<file path="config.mk">
export PLATFORM = sky130hd
export DESIGN_NAME = posit_mult_pipe_flat
export DESIGN_NICKNAME = d
export VERILOG_FILES = /design/src/rtl/posit_mult_pkg.sv /design/src/rtl/posit_mult_if.sv /design/src/rtl/posit_mult_lane.sv /design/src/rtl/posit_mult_pipe.sv /design/src/flat_wrapper.sv
export SDC_FILE = /design/constraint.sdc
export NUM_CORES = 1
export LEC_CHECK = 0
export BUFFER_PORTS_ARGS = -buffer_cell sky130_fd_sc_hd__buf_2
export CORE_MARGIN = 2
export CORE_UTILIZATION = 37
export CTS_CLUSTER_SIZE = 14
export DETAILED_ROUTE_END_ITERATION = 7
export PLACE_DENSITY = 0.65
export SETUP_SLACK_MARGIN = 0.05
export SYNTH_ARGS = -nofsm -noshare
export SYNTH_HDL_FRONTEND = slang
export SYNTH_SLANG_ARGS = --single-unit
</file>
<file path="constraint.sdc">
create_clock -name clk_i -period 1.95 [get_ports clk_i]
set_clock_uncertainty 0.1 [all_clocks]
set_input_delay 0.0975 -clock clk_i [delete_from_list [all_inputs] [get_ports clk_i]]
set_output_delay 0.0975 -clock clk_i [all_outputs]
set_load 0.01 [all_outputs]
</file>
<file path="src/rtl/posit_mult_pkg.sv">
// Shared constants for the posit multiply pipeline: word geometry,
// packed operand field offsets and flag bit positions.
package posit_mult_pkg;

  localparam int WIDTH   = 8;
  localparam int EXP     = 2;
  localparam int N_LANES = 4;

  // Signed regime width, stored fraction width, packed field width, scale width
  localparam int REGI = $clog2(WIDTH) + 1;
  localparam int MTS  = WIDTH - 3 - EXP;
  localparam int FLD  = 1 + REGI + EXP + MTS;
  localparam int SCL  = REGI + EXP + 2;

  // Packed operand layout {sign, k, exp, mts}, LSB first
  localparam int MTS_O  = 0;
  localparam int EXP_O  = MTS_O + MTS;
  localparam int K_O    = EXP_O + EXP;
  localparam int SIGN_O = K_O + REGI;

  // Per-lane flag pair {nar, zero}
  localparam int NAR_B  = 1;
  localparam int ZERO_B = 0;

endpackage

</file>
<file path="src/rtl/posit_mult_if.sv">
// Operand/result bus of the posit multiply pipeline.
// Handshake: a transfer happens on a rising clock edge where valid and
// ready are both high; a producer holding valid keeps its payload stable,
// and ready never depends combinationally on the same side's valid.
interface posit_mult_if import posit_mult_pkg::*; #(
  parameter int LANES = N_LANES
) ();

  logic                   in_valid;
  logic                   in_ready;
  logic [LANES*FLD-1:0]   a_fld;
  logic [LANES*FLD-1:0]   b_fld;
  logic [2*LANES-1:0]     a_flag;
  logic [2*LANES-1:0]     b_flag;
  logic                   out_valid;
  logic                   out_ready;
  logic [LANES-1:0]       out_sign;
  logic [LANES*SCL-1:0]   out_scale;
  logic [LANES*MTS-1:0]   out_mts;
  logic [2*LANES-1:0]     out_flag;

  modport master (
    output in_valid, a_fld, b_fld, a_flag, b_flag, out_ready,
    input  in_ready, out_valid, out_sign, out_scale, out_mts, out_flag
  );

  modport slave (
    input  in_valid, a_fld, b_fld, a_flag, b_flag, out_ready,
    output in_ready, out_valid, out_sign, out_scale, out_mts, out_flag
  );

endinterface

</file>
<file path="src/rtl/posit_mult_lane.sv">
// One multiply lane: stage 1 forms sign, regime sum, exponent sum and the
// full mantissa product; stage 2 normalises, optionally rounds, builds the
// combined scale and applies the NaR/zero override.
// Build option: POSIT_MULT_ROUND_EN selects round-to-nearest-even of the
// fraction instead of truncation.
module posit_mult_lane import posit_mult_pkg::*; (
  input  logic           clk_i,
  input  logic           rstn,
  input  logic           i_en1,
  input  logic           i_en2,
  input  logic [FLD-1:0] i_a_fld,
  input  logic [FLD-1:0] i_b_fld,
  input  logic [1:0]     i_a_flag,
  input  logic [1:0]     i_b_flag,
  output logic           o_sign,
  output logic [SCL-1:0] o_scale,
  output logic [MTS-1:0] o_mts,
  output logic [1:0]     o_flag
);

`ifdef POSIT_MULT_ROUND_EN
  localparam logic RND_EN = 1'b1;
`else
  localparam logic RND_EN = 1'b0;
`endif

  localparam int PW = 2 * (MTS + 1);

  // Stage 1 operand decode and product
  logic [REGI-1:0] w_ka, w_kb;
  logic [PW-1:0]   w_p;
  logic            w_nar;

  assign w_ka  = i_a_fld[K_O +: REGI];
  assign w_kb  = i_b_fld[K_O +: REGI];
  assign w_p   = {{(MTS+1){1'b0}}, 1'b1, i_a_fld[MTS_O +: MTS]} *
                 {{(MTS+1){1'b0}}, 1'b1, i_b_fld[MTS_O +: MTS]};
  assign w_nar = i_a_flag[NAR_B] | i_b_flag[NAR_B];

  logic            r_sign1;
  logic [REGI:0]   r_ksum;
  logic [EXP:0]    r_esum;
  logic [PW-1:0]   r_p;
  logic            r_nar1;
  logic            r_zero1;

  // Stage 1 register: captures one operand set per accepted transfer
  always_ff @(posedge clk_i or negedge rstn) begin
    if (!rstn) begin
      r_sign1 <= 1'b0;
      r_ksum  <= '0;
      r_esum  <= '0;
      r_p     <= '0;
      r_nar1  <= 1'b0;
      r_zero1 <= 1'b0;
    end else if (i_en1) begin
      r_sign1 <= i_a_fld[SIGN_O] ^ i_b_fld[SIGN_O];
      r_ksum  <= {w_ka[REGI-1], w_ka} + {w_kb[REGI-1], w_kb};
      r_esum  <= {1'b0, i_a_fld[EXP_O +: EXP]} + {1'b0, i_b_fld[EXP_O +: EXP]};
      r_p     <= w_p;
      r_nar1  <= w_nar;
      r_zero1 <= ~w_nar & (i_a_flag[ZERO_B] | i_b_flag[ZERO_B]);
    end
  end

  // Stage 2 normalisation: product is 01.x or 1x.x, drop the leading one
  logic            w_norm;
  logic [2*MTS:0]  w_f;
  logic [MTS-1:0]  w_trunc;
  logic            w_inc;
  logic [MTS:0]    w_rnd;
  logic [SCL-1:0]  w_kext;
  logic [SCL-1:0]  w_scale;

  assign w_norm  = r_p[PW-1];
  assign w_f     = w_norm ? r_p[2*MTS:0] : {r_p[2*MTS-1:0], 1'b0};
  assign w_trunc = w_f[2*MTS -: MTS];
  // Guard is the first dropped bit; ties go to the even fraction
  assign w_inc   = RND_EN & w_f[MTS] & ((|w_f[MTS-1:0]) | w_trunc[0]);
  // A carry out of the fraction wraps it to zero and bumps the scale
  assign w_rnd   = {1'b0, w_trunc} + {{MTS{1'b0}}, w_inc};
  assign w_kext  = {{(SCL-REGI-1){r_ksum[REGI]}}, r_ksum};
  assign w_scale = (w_kext << EXP)
                 + {{(SCL-EXP-1){1'b0}}, r_esum}
                 + {{(SCL-1){1'b0}}, w_norm}
                 + {{(SCL-1){1'b0}}, w_rnd[MTS]};

  logic            r_sign2;
  logic [SCL-1:0]  r_scale2;
  logic [MTS-1:0]  r_mts2;
  logic [1:0]      r_flag2;

  // Stage 2 register: special values report only their flag
  always_ff @(posedge clk_i or negedge rstn) begin
    if (!rstn) begin
      r_sign2  <= 1'b0;
      r_scale2 <= '0;
      r_mts2   <= '0;
      r_flag2  <= 2'b00;
    end else if (i_en2) begin
      r_flag2 <= {r_nar1, r_zero1};
      if (r_nar1 | r_zero1) begin
        r_sign2  <= 1'b0;
        r_scale2 <= '0;
        r_mts2   <= '0;
      end else begin
        r_sign2  <= r_sign1;
        r_scale2 <= w_scale;
        r_mts2   <= w_rnd[MTS-1:0];
      end
    end
  end

  assign o_sign  = r_sign2;
  assign o_scale = r_scale2;
  assign o_mts   = r_mts2;
  assign o_flag  = r_flag2;

endmodule

</file>
<file path="src/rtl/posit_mult_pipe.sv">
// Multi-lane two-stage posit field multiplier with valid/ready flow
// control. All lanes advance together under one pair of stage valid bits.
// Build option: POSIT_MULT_ROUND_EN enables fraction rounding in each lane.
module posit_mult_pipe import posit_mult_pkg::*; #(
  parameter int LANES = N_LANES
) (
  input  logic         clk_i,
  input  logic         rstn,
  posit_mult_if.slave  bus
);

  logic r_v1, r_v2;
  logic w_ld1, w_ld2, w_acc;

  // A stage loads when it is empty or the stage after it is moving
  assign w_ld2        = ~r_v2 | bus.out_ready;
  assign w_ld1        = ~r_v1 | w_ld2;
  assign w_acc        = bus.in_valid & w_ld1;
  assign bus.in_ready = w_ld1;
  assign bus.out_valid = r_v2;

  // Stage occupancy bits
  always_ff @(posedge clk_i or negedge rstn) begin
    if (!rstn) begin
      r_v1 <= 1'b0;
      r_v2 <= 1'b0;
    end else begin
      if (w_ld1) r_v1 <= w_acc;
      if (w_ld2) r_v2 <= r_v1;
    end
  end

  logic [LANES-1:0]     w_sign;
  logic [LANES*SCL-1:0] w_scale;
  logic [LANES*MTS-1:0] w_mts;
  logic [2*LANES-1:0]   w_flag;

  for (genvar g = 0; g < LANES; g++) begin : g_lane
    posit_mult_lane u_lane (
      .clk_i    (clk_i),
      .rstn     (rstn),
      .i_en1    (w_acc),
      .i_en2    (w_ld2 & r_v1),
      .i_a_fld  (bus.a_fld[g*FLD +: FLD]),
      .i_b_fld  (bus.b_fld[g*FLD +: FLD]),
      .i_a_flag (bus.a_flag[2*g +: 2]),
      .i_b_flag (bus.b_flag[2*g +: 2]),
      .o_sign   (w_sign[g]),
      .o_scale  (w_scale[g*SCL +: SCL]),
      .o_mts    (w_mts[g*MTS +: MTS]),
      .o_flag   (w_flag[2*g +: 2])
    );
  end

  assign bus.out_sign  = w_sign;
  assign bus.out_scale = w_scale;
  assign bus.out_mts   = w_mts;
  assign bus.out_flag  = w_flag;

endmodule
</file>
<file path="src/flat_wrapper.sv">
// flat-port wrapper written by rule: the top's interface ports become plain ports
module posit_mult_pipe_flat import posit_mult_pkg::*;
#(
  parameter int LANES = N_LANES
)
  (clk_i, rstn, bus_in_valid, bus_a_fld, bus_b_fld, bus_a_flag, bus_b_flag, bus_out_ready, bus_in_ready, bus_out_valid, bus_out_sign, bus_out_scale, bus_out_mts, bus_out_flag);
  posit_mult_if #(.LANES(LANES)) bus_i ();
  input  logic clk_i;
  input  logic rstn;
  input wire logic [$bits(bus_i.in_valid)-1:0] bus_in_valid;
  input wire logic [$bits(bus_i.a_fld)-1:0] bus_a_fld;
  input wire logic [$bits(bus_i.b_fld)-1:0] bus_b_fld;
  input wire logic [$bits(bus_i.a_flag)-1:0] bus_a_flag;
  input wire logic [$bits(bus_i.b_flag)-1:0] bus_b_flag;
  input wire logic [$bits(bus_i.out_ready)-1:0] bus_out_ready;
  output wire logic [$bits(bus_i.in_ready)-1:0] bus_in_ready;
  output wire logic [$bits(bus_i.out_valid)-1:0] bus_out_valid;
  output wire logic [$bits(bus_i.out_sign)-1:0] bus_out_sign;
  output wire logic [$bits(bus_i.out_scale)-1:0] bus_out_scale;
  output wire logic [$bits(bus_i.out_mts)-1:0] bus_out_mts;
  output wire logic [$bits(bus_i.out_flag)-1:0] bus_out_flag;
  assign bus_i.in_valid = bus_in_valid;
  assign bus_i.a_fld = bus_a_fld;
  assign bus_i.b_fld = bus_b_fld;
  assign bus_i.a_flag = bus_a_flag;
  assign bus_i.b_flag = bus_b_flag;
  assign bus_i.out_ready = bus_out_ready;
  assign bus_in_ready = bus_i.in_ready;
  assign bus_out_valid = bus_i.out_valid;
  assign bus_out_sign = bus_i.out_sign;
  assign bus_out_scale = bus_i.out_scale;
  assign bus_out_mts = bus_i.out_mts;
  assign bus_out_flag = bus_i.out_flag;
  posit_mult_pipe #(.LANES(LANES)) u_core (.clk_i(clk_i), .rstn(rstn), .bus(bus_i));
endmodule
</file>
==> results of run 1 <==
==> registers in the layout, indices dropped and copies added (netlist names) <==
register / flops
u_core.g_lane.u_lane.r_zero1: 4
u_core.g_lane.u_lane.r_p: 20
u_core.g_lane.u_lane.o_scale: 32
u_core.bus.out_valid: 1
u_core.g_lane.u_lane.o_sign: 4
u_core.g_lane.u_lane.r_nar1: 4
u_core.r_v1: 1
u_core.g_lane.u_lane.r_sign1: 4
u_core.g_lane.u_lane.r_ksum: 20
u_core.g_lane.u_lane.o_flag: 8
u_core.g_lane.u_lane.o_mts: 12
u_core.g_lane.u_lane.r_esum: 12
==> cells in the mapped netlist (18+ instances only) <==
library cell    n
mux2_2         23
a21oi_1        18
inv_1          54
xor2_1         30
o21ai_0        50
buf_2          18
dfrtp_1       122
fa_1           28
a22o_1         44
nand2_1       115
nor2_1         23
ha_1           68
==> area by class of cell <==
type | count | area, um^2
Fill cell | 1713 | 8660
Multi-Input combinational cell | 494 | 4290
Sequential cell | 122 | 3050
Timing Repair Buffer | 295 | 2150
Clock buffer | 24 | 482
Tap cell | 265 | 332
Inverter | 54 | 268
Clock inverter | 8 | 92.6
==> worst paths after layout <==
check                                                endpoint  slack [ps]  cells after the start
max in group asynchronous   u_core.g_lane[3].u_lane.r_esum[2]        1220                      3
min                         u_core.g_lane[2].u_lane.r_ksum[1]          30                      4
min reg2reg                    u_core.g_lane[0].u_lane.r_p[3]         380                      2
max                            u_core.g_lane[1].u_lane.r_p[7]        -230                      9
min in group asynchronous   u_core.g_lane[0].u_lane.r_ksum[3]         110                      3
max reg2reg                u_core.g_lane[0].u_lane.o_scale[6]         170                      6
==> report_power, final <==
group	internal (W)	switching (W)
Sequential	0.00307	0.000394
Combinational	0.00155	0.00137
Clock	0.00197	0.00106
==> repair_timing <==
action,CTS,global route
hold buffers,56,0
endpoints found under the hold margin,153,0
gates resized for setup,54,26
pin swaps,37,21
setup endpoints to repair,15,20
buffers inserted,7,5
==> cell families (layout without fill, tap and decap cells) <==
kind of cell / after synthesis / count (layout)
flip-flops: 122 / 122
XOR/XNOR: 42 / 42
buffers and inverters: 82 / 381
adder cells (fa/ha/maj): 96 / 96
AND/OR/NAND/NOR: 192 / 192
AO/OA/AOI/OAI: 137 / 137
multiplexers: 27 / 27
==> layer usage <==
metal | wire, um | vias to the layer above | track usage, %
li1 | - | 2969 | -
met1 | 7830 | 2817 | 22.2
met2 | 8690 | 151 | 30.2
met3 | 913 | 20 | 4.30
met4 | 291 | 0 | 5.52
met5 | 0 | - | 0
==> worst max-delay path, cell delays in order <==
cell,delay (ps)
buf_8,100
and2_4,150
fa_1,470
fa_1,420
ha_4,300
nand4_1,90
o21a_1,230
o2111a_1,260
a221o_1,260
==> stage by stage <==
stage                     worst slack, ps  hold slack [ps]
after floorplan                      -472             -298
after global placement               -648             2.31
after detailed placement             -701             4.81
after CTS                            -215             23.0
after global routing                 -286             54.2
final                                -234             32.2
==> flow_summary.yaml, run 1 <==
floorplanning:
  die-area_mm2: 0.0208
  boundaryPins: 158
  die_h_um: 144
  die_w_um: 144
  start_util_pct: 37.6
  rows: 51
  coreArea_mm2: 0.0193
worst_hold_path:
  hold_start: "bus_a_fld[26]"
  hold_class: "in2reg"
clocking:
  cts_buffers: 17
  cts_max_level: 4
  cts_root_buffer: "clkbuf_16"
  clock_path_buffers: 2
  clkSinkCount: 122
  cts_tree: "yes"
  clk_latency_ps: 410
  clk_pin_slew_ps: 50
synth:
  syn_area_per_cell_um2: 10.4
  synth_top_area_share_pct: 42.0
  synth-compound-area-share_pct: 12.7
  synth_top_family_by_area: "adder cells"
  postSynthCellCount: 698
  synthArstFlopShare_pct: 100
  ys.flop_type: "dfrtp_1"
  yosysWarnings: 0
  synth_simple_gate_area_share_pct: 11.7
  ys_ff_latch: 122
  synth_nets: 894
  synthAdderAreaFrac_pct: 19.4
  synth-edff-count: 0
  synth_area_leaders: "dfrtp_1 (42%), ha_1 (12%), fa_1 (7.7%), nand2_1 (5.9%), a22o_1 (5.3%)"
  synthXorXnorAreaFrac_pct: 5.07
  seq_area_frac_synth_pct: 42.0
  synth_cell_type_count: 40
  synth_area_mm2: 0.00726
  synthMuxAreaShare_pct: 4.12
  yosys.area.top_type: "dfrtp_1"
placed_design:
  routabilityCongestion: 0.784
  dp.cells: 1164
  place_area_mm2: 0.00917
  io_buffers: 157
  hpwl_um: 12800
cells_and_area:
  syn_to_final_growth_pct: 47.0
  final_common_cell: "buf_2"
  diodes: 0
  design_area_mm2: 0.0107
  most-common-layout-cells: "buf_2 (141), dfrtp_1 (122), nand2_1 (111)"
  utilization_pct: 55.2
  drive_gt1_share_pct: 37.9
  finalNonFillerCells: 1262
  layout.nets: 1180
detailed_routing:
  totalWireLength_um: 17700
  vias_per_cell: 4.72
  num_vias: 5957
  dr.pass1.iters: 4
  first_iter_violations: 253
  post_drt_wl_per_cell_um: 14.0
  drc: 0
  ant_nets: 0
global_route:
  antenna_found_initial: 0
  grt_max_degree: 81
  grt_overflow_total: 0
  grt_pass1_vias: 5972
  grt_pass1_wl_um: 28500
  grt.total_usage_pct: 17.7
run:
  maxCapViolCount: 0
timing:
  setup-tns-final_ps: -953
  max_freq_mhz: 458
  slew_violations: 0
  finalHoldViolCount: 0
  rsz0062_at_grt: "yes"
  worst_slack_ps: -234
  setup-violations-final: 13
  fin_crit_ps: 2180
  worst_slew_pin_slew_ps: 434
  period_share_pct: 112
  relSlewSlack_pct: 71.1
power:
  finalPower_w: 0.00942
  p_leak_nw: 5.32
  ir_drop_mv: 0.427
  powerDensity_mw_per_mm2: 882
setup_path:
  path_class: "in2reg"
  crit_arrival_ps: 2380
  critPathRequiredTime_ps: 2140
  start_kind: "primary input"
  worstSetupStartpoint: "bus_a_fld[12]"
  endpoint_kind: "flip-flop"
  cp_max_fo: 4
  regToRegStartpoint: "u_core.g_lane[0].u_lane.r_p[7]"
outcome:
  outcome: "finished, violations left"
  violations: "setup timing"
(Power assumes the default switching activity.)
==> run 2: changes to the inputs <==
Clock period 1.95 ns to 2.2 ns, I/O delays scaled along.
==> flow_summary.yaml, run 2 (synthesized netlist as in run 1, its figures left out) <==
cells_and_area:
  layout.nets: 1161
  largest_reg_flops: 32
  most-common-layout-cells: "buf_2 (149), dfrtp_1 (122), nand2_1 (112)"
  final_common_cell: "buf_2"
  fill_cells: 1678
  syn_to_final_growth_pct: 43.4
  diodes: 0
  drive_gt1_share_pct: 35.2
  design_area_mm2: 0.0104
detailed_routing:
  dr.pass1.iters: 4
  post_drt_wl_per_cell_um: 13.5
  totalWireLength_um: 16800
  num_vias: 5807
  first_iter_violations: 179
  vias_per_cell: 4.67
  drc: 0
  ant_nets: 0
floorplanning:
  boundaryPins: 158
  die_w_um: 144
  coreArea_mm2: 0.0193
  start_util_pct: 37.6
  die_h_um: 144
  die-area_mm2: 0.0208
  rows: 51
timing:
  worst_slack_ps: -20.2
  setup-tns-final_ps: -20.2
  relSlewSlack_pct: 69.1
  rsz0062_at_grt: "yes"
  period_share_pct: 101
  worst_slew_pin_slew_ps: 462
  slew_violations: 0
  max_freq_mhz: 450
  finalHoldViolCount: 0
  fin_crit_ps: 2220
  setup-violations-final: 1
global_route:
  grt_pass1_vias: 5733
  grt.total_usage_pct: 16.8
  antenna_found_initial: 0
  grt_max_degree: 70
  grt_overflow_total: 0
  grt_pass1_wl_um: 27300
clocking:
  cts_buffers: 17
  clock_path_buffers: 2
  clk_pin_slew_ps: 60
  clk_latency_ps: 410
  cts_max_level: 4
  cts_root_buffer: "clkbuf_16"
  cts_tree: "yes"
  clkSinkCount: 122
setup_path:
  crit_arrival_ps: 2420
  worst-r2r-setup-slack_ps: 380
  worstReg2RegEnd: "u_core.g_lane[3].u_lane.o_scale[6]"
  cp_max_fo: 4
  rr_worst_depth: 6
  worstSetupStartpoint: "bus_b_fld[12]"
  endpoint_kind: "flip-flop"
  critPathRequiredTime_ps: 2400
  path_class: "in2reg"
  crit_path_end: "u_core.g_lane[1].u_lane.r_p[7]"
  start_kind: "primary input"
  regToRegStartpoint: "u_core.g_lane[3].u_lane.r_p[7]"
power:
  finalPower_w: 0.00874
  p_leak_nw: 5.21
  ir_drop_mv: 0.414
  powerDensity_mw_per_mm2: 840
outcome:
  violations: "setup timing"
  outcome: "finished, violations left"
run:
  maxCapViolCount: 0
placed_design:
  place_area_mm2: 0.00906
  pre_cts_ws_ps: -464
  hpwl_um: 12600
  io_buffers: 157
  routabilityCongestion: 0.802
worst_hold_path:
  hold_class: "in2reg"
[run 2: changes by cell type in the layout (fill, tap and decap cells not counted), sizes merged]
cell / delta
buf: -18
bufinv: +4
dlygate4sd3: -3
clkbuf: -2
clkinv: -2
clkinvlp: +2
[run 2: stage by stage]
stage	hold WS [ps]	instances	util [%]
2_1_floorplan	-286	698	-
3_3_place_gp	37.7	1157	46.9
3_5_place_dp	37.3	1157	46.9
4_1_cts	3.77	1242	53.2
5_1_grt	21.7	1243	53.8
6_report	15.2	1243	53.8
[run 2: power breakdown]
| part | internal (W) | switching [W] | leakage (nW) |
|---|---|---|---|
| Sequential | 0.00272 | 0.000354 | 1.55 |
| Combinational | 0.00131 | 0.00116 | 3.33 |
| Clock | 0.00221 | 0.000983 | 0.328 |
| Total | 0.00624 | 0.00250 | 5.21 |
[run 2: final cells by class]
type | count | area [um^2] | share of cell area (%)
multi-input cells | 494 | 4200 | 40.4
repair buffers | 276 | 1880 | 18.1
inverters | 54 | 255 | 2.45
clock buffers | 20 | 467 | 4.48
flip-flops and latches | 122 | 3050 | 29.3
clock inverters | 12 | 218 | 2.09
well taps | 265 | 332 | 3.19
[run 2: routing by layer]
layer	up-vias	track usage, %	wire length [um]
met5	-	0	0
met1	2726	22.1	7870
li1	2930	-	-
met4	0	6.14	285
met3	20	3.54	797
met2	131	27.4	7830
[run 2: critical path, stage by stage]
cell	delay, ps
buf_8	100
and2_4	150
fa_1	550
fa_2	480
ha_4	280
nand3_2	50
o21a_1	200
o2111a_1	240
a221o_1	260
[run 2: timing repair]
action                                  in CTS  in global routing
hold buffers                                52                  0
endpoints found under the setup margin       2                  7
buffers inserted                             1                  1
endpoints found under the hold margin      151                  0
pin swaps                                    9                 14
gates resized for setup                      6                 31
[run 2: worst min path at each step]
stage,end,from,cells after the start
floorplan,u_core.bus.out_valid,rstn,0
global placement,u_core.g_lane[0].u_lane.o_scale[5],rstn,2
detailed placement,u_core.g_lane[0].u_lane.o_scale[5],rstn,2
CTS,u_core.g_lane[3].u_lane.r_esum[2],bus_b_fld[34],4
global route,u_core.g_lane[3].u_lane.r_esum[1],bus_b_fld[34],4
finish,u_core.g_lane[3].u_lane.r_esum[2],bus_b_fld[34],4
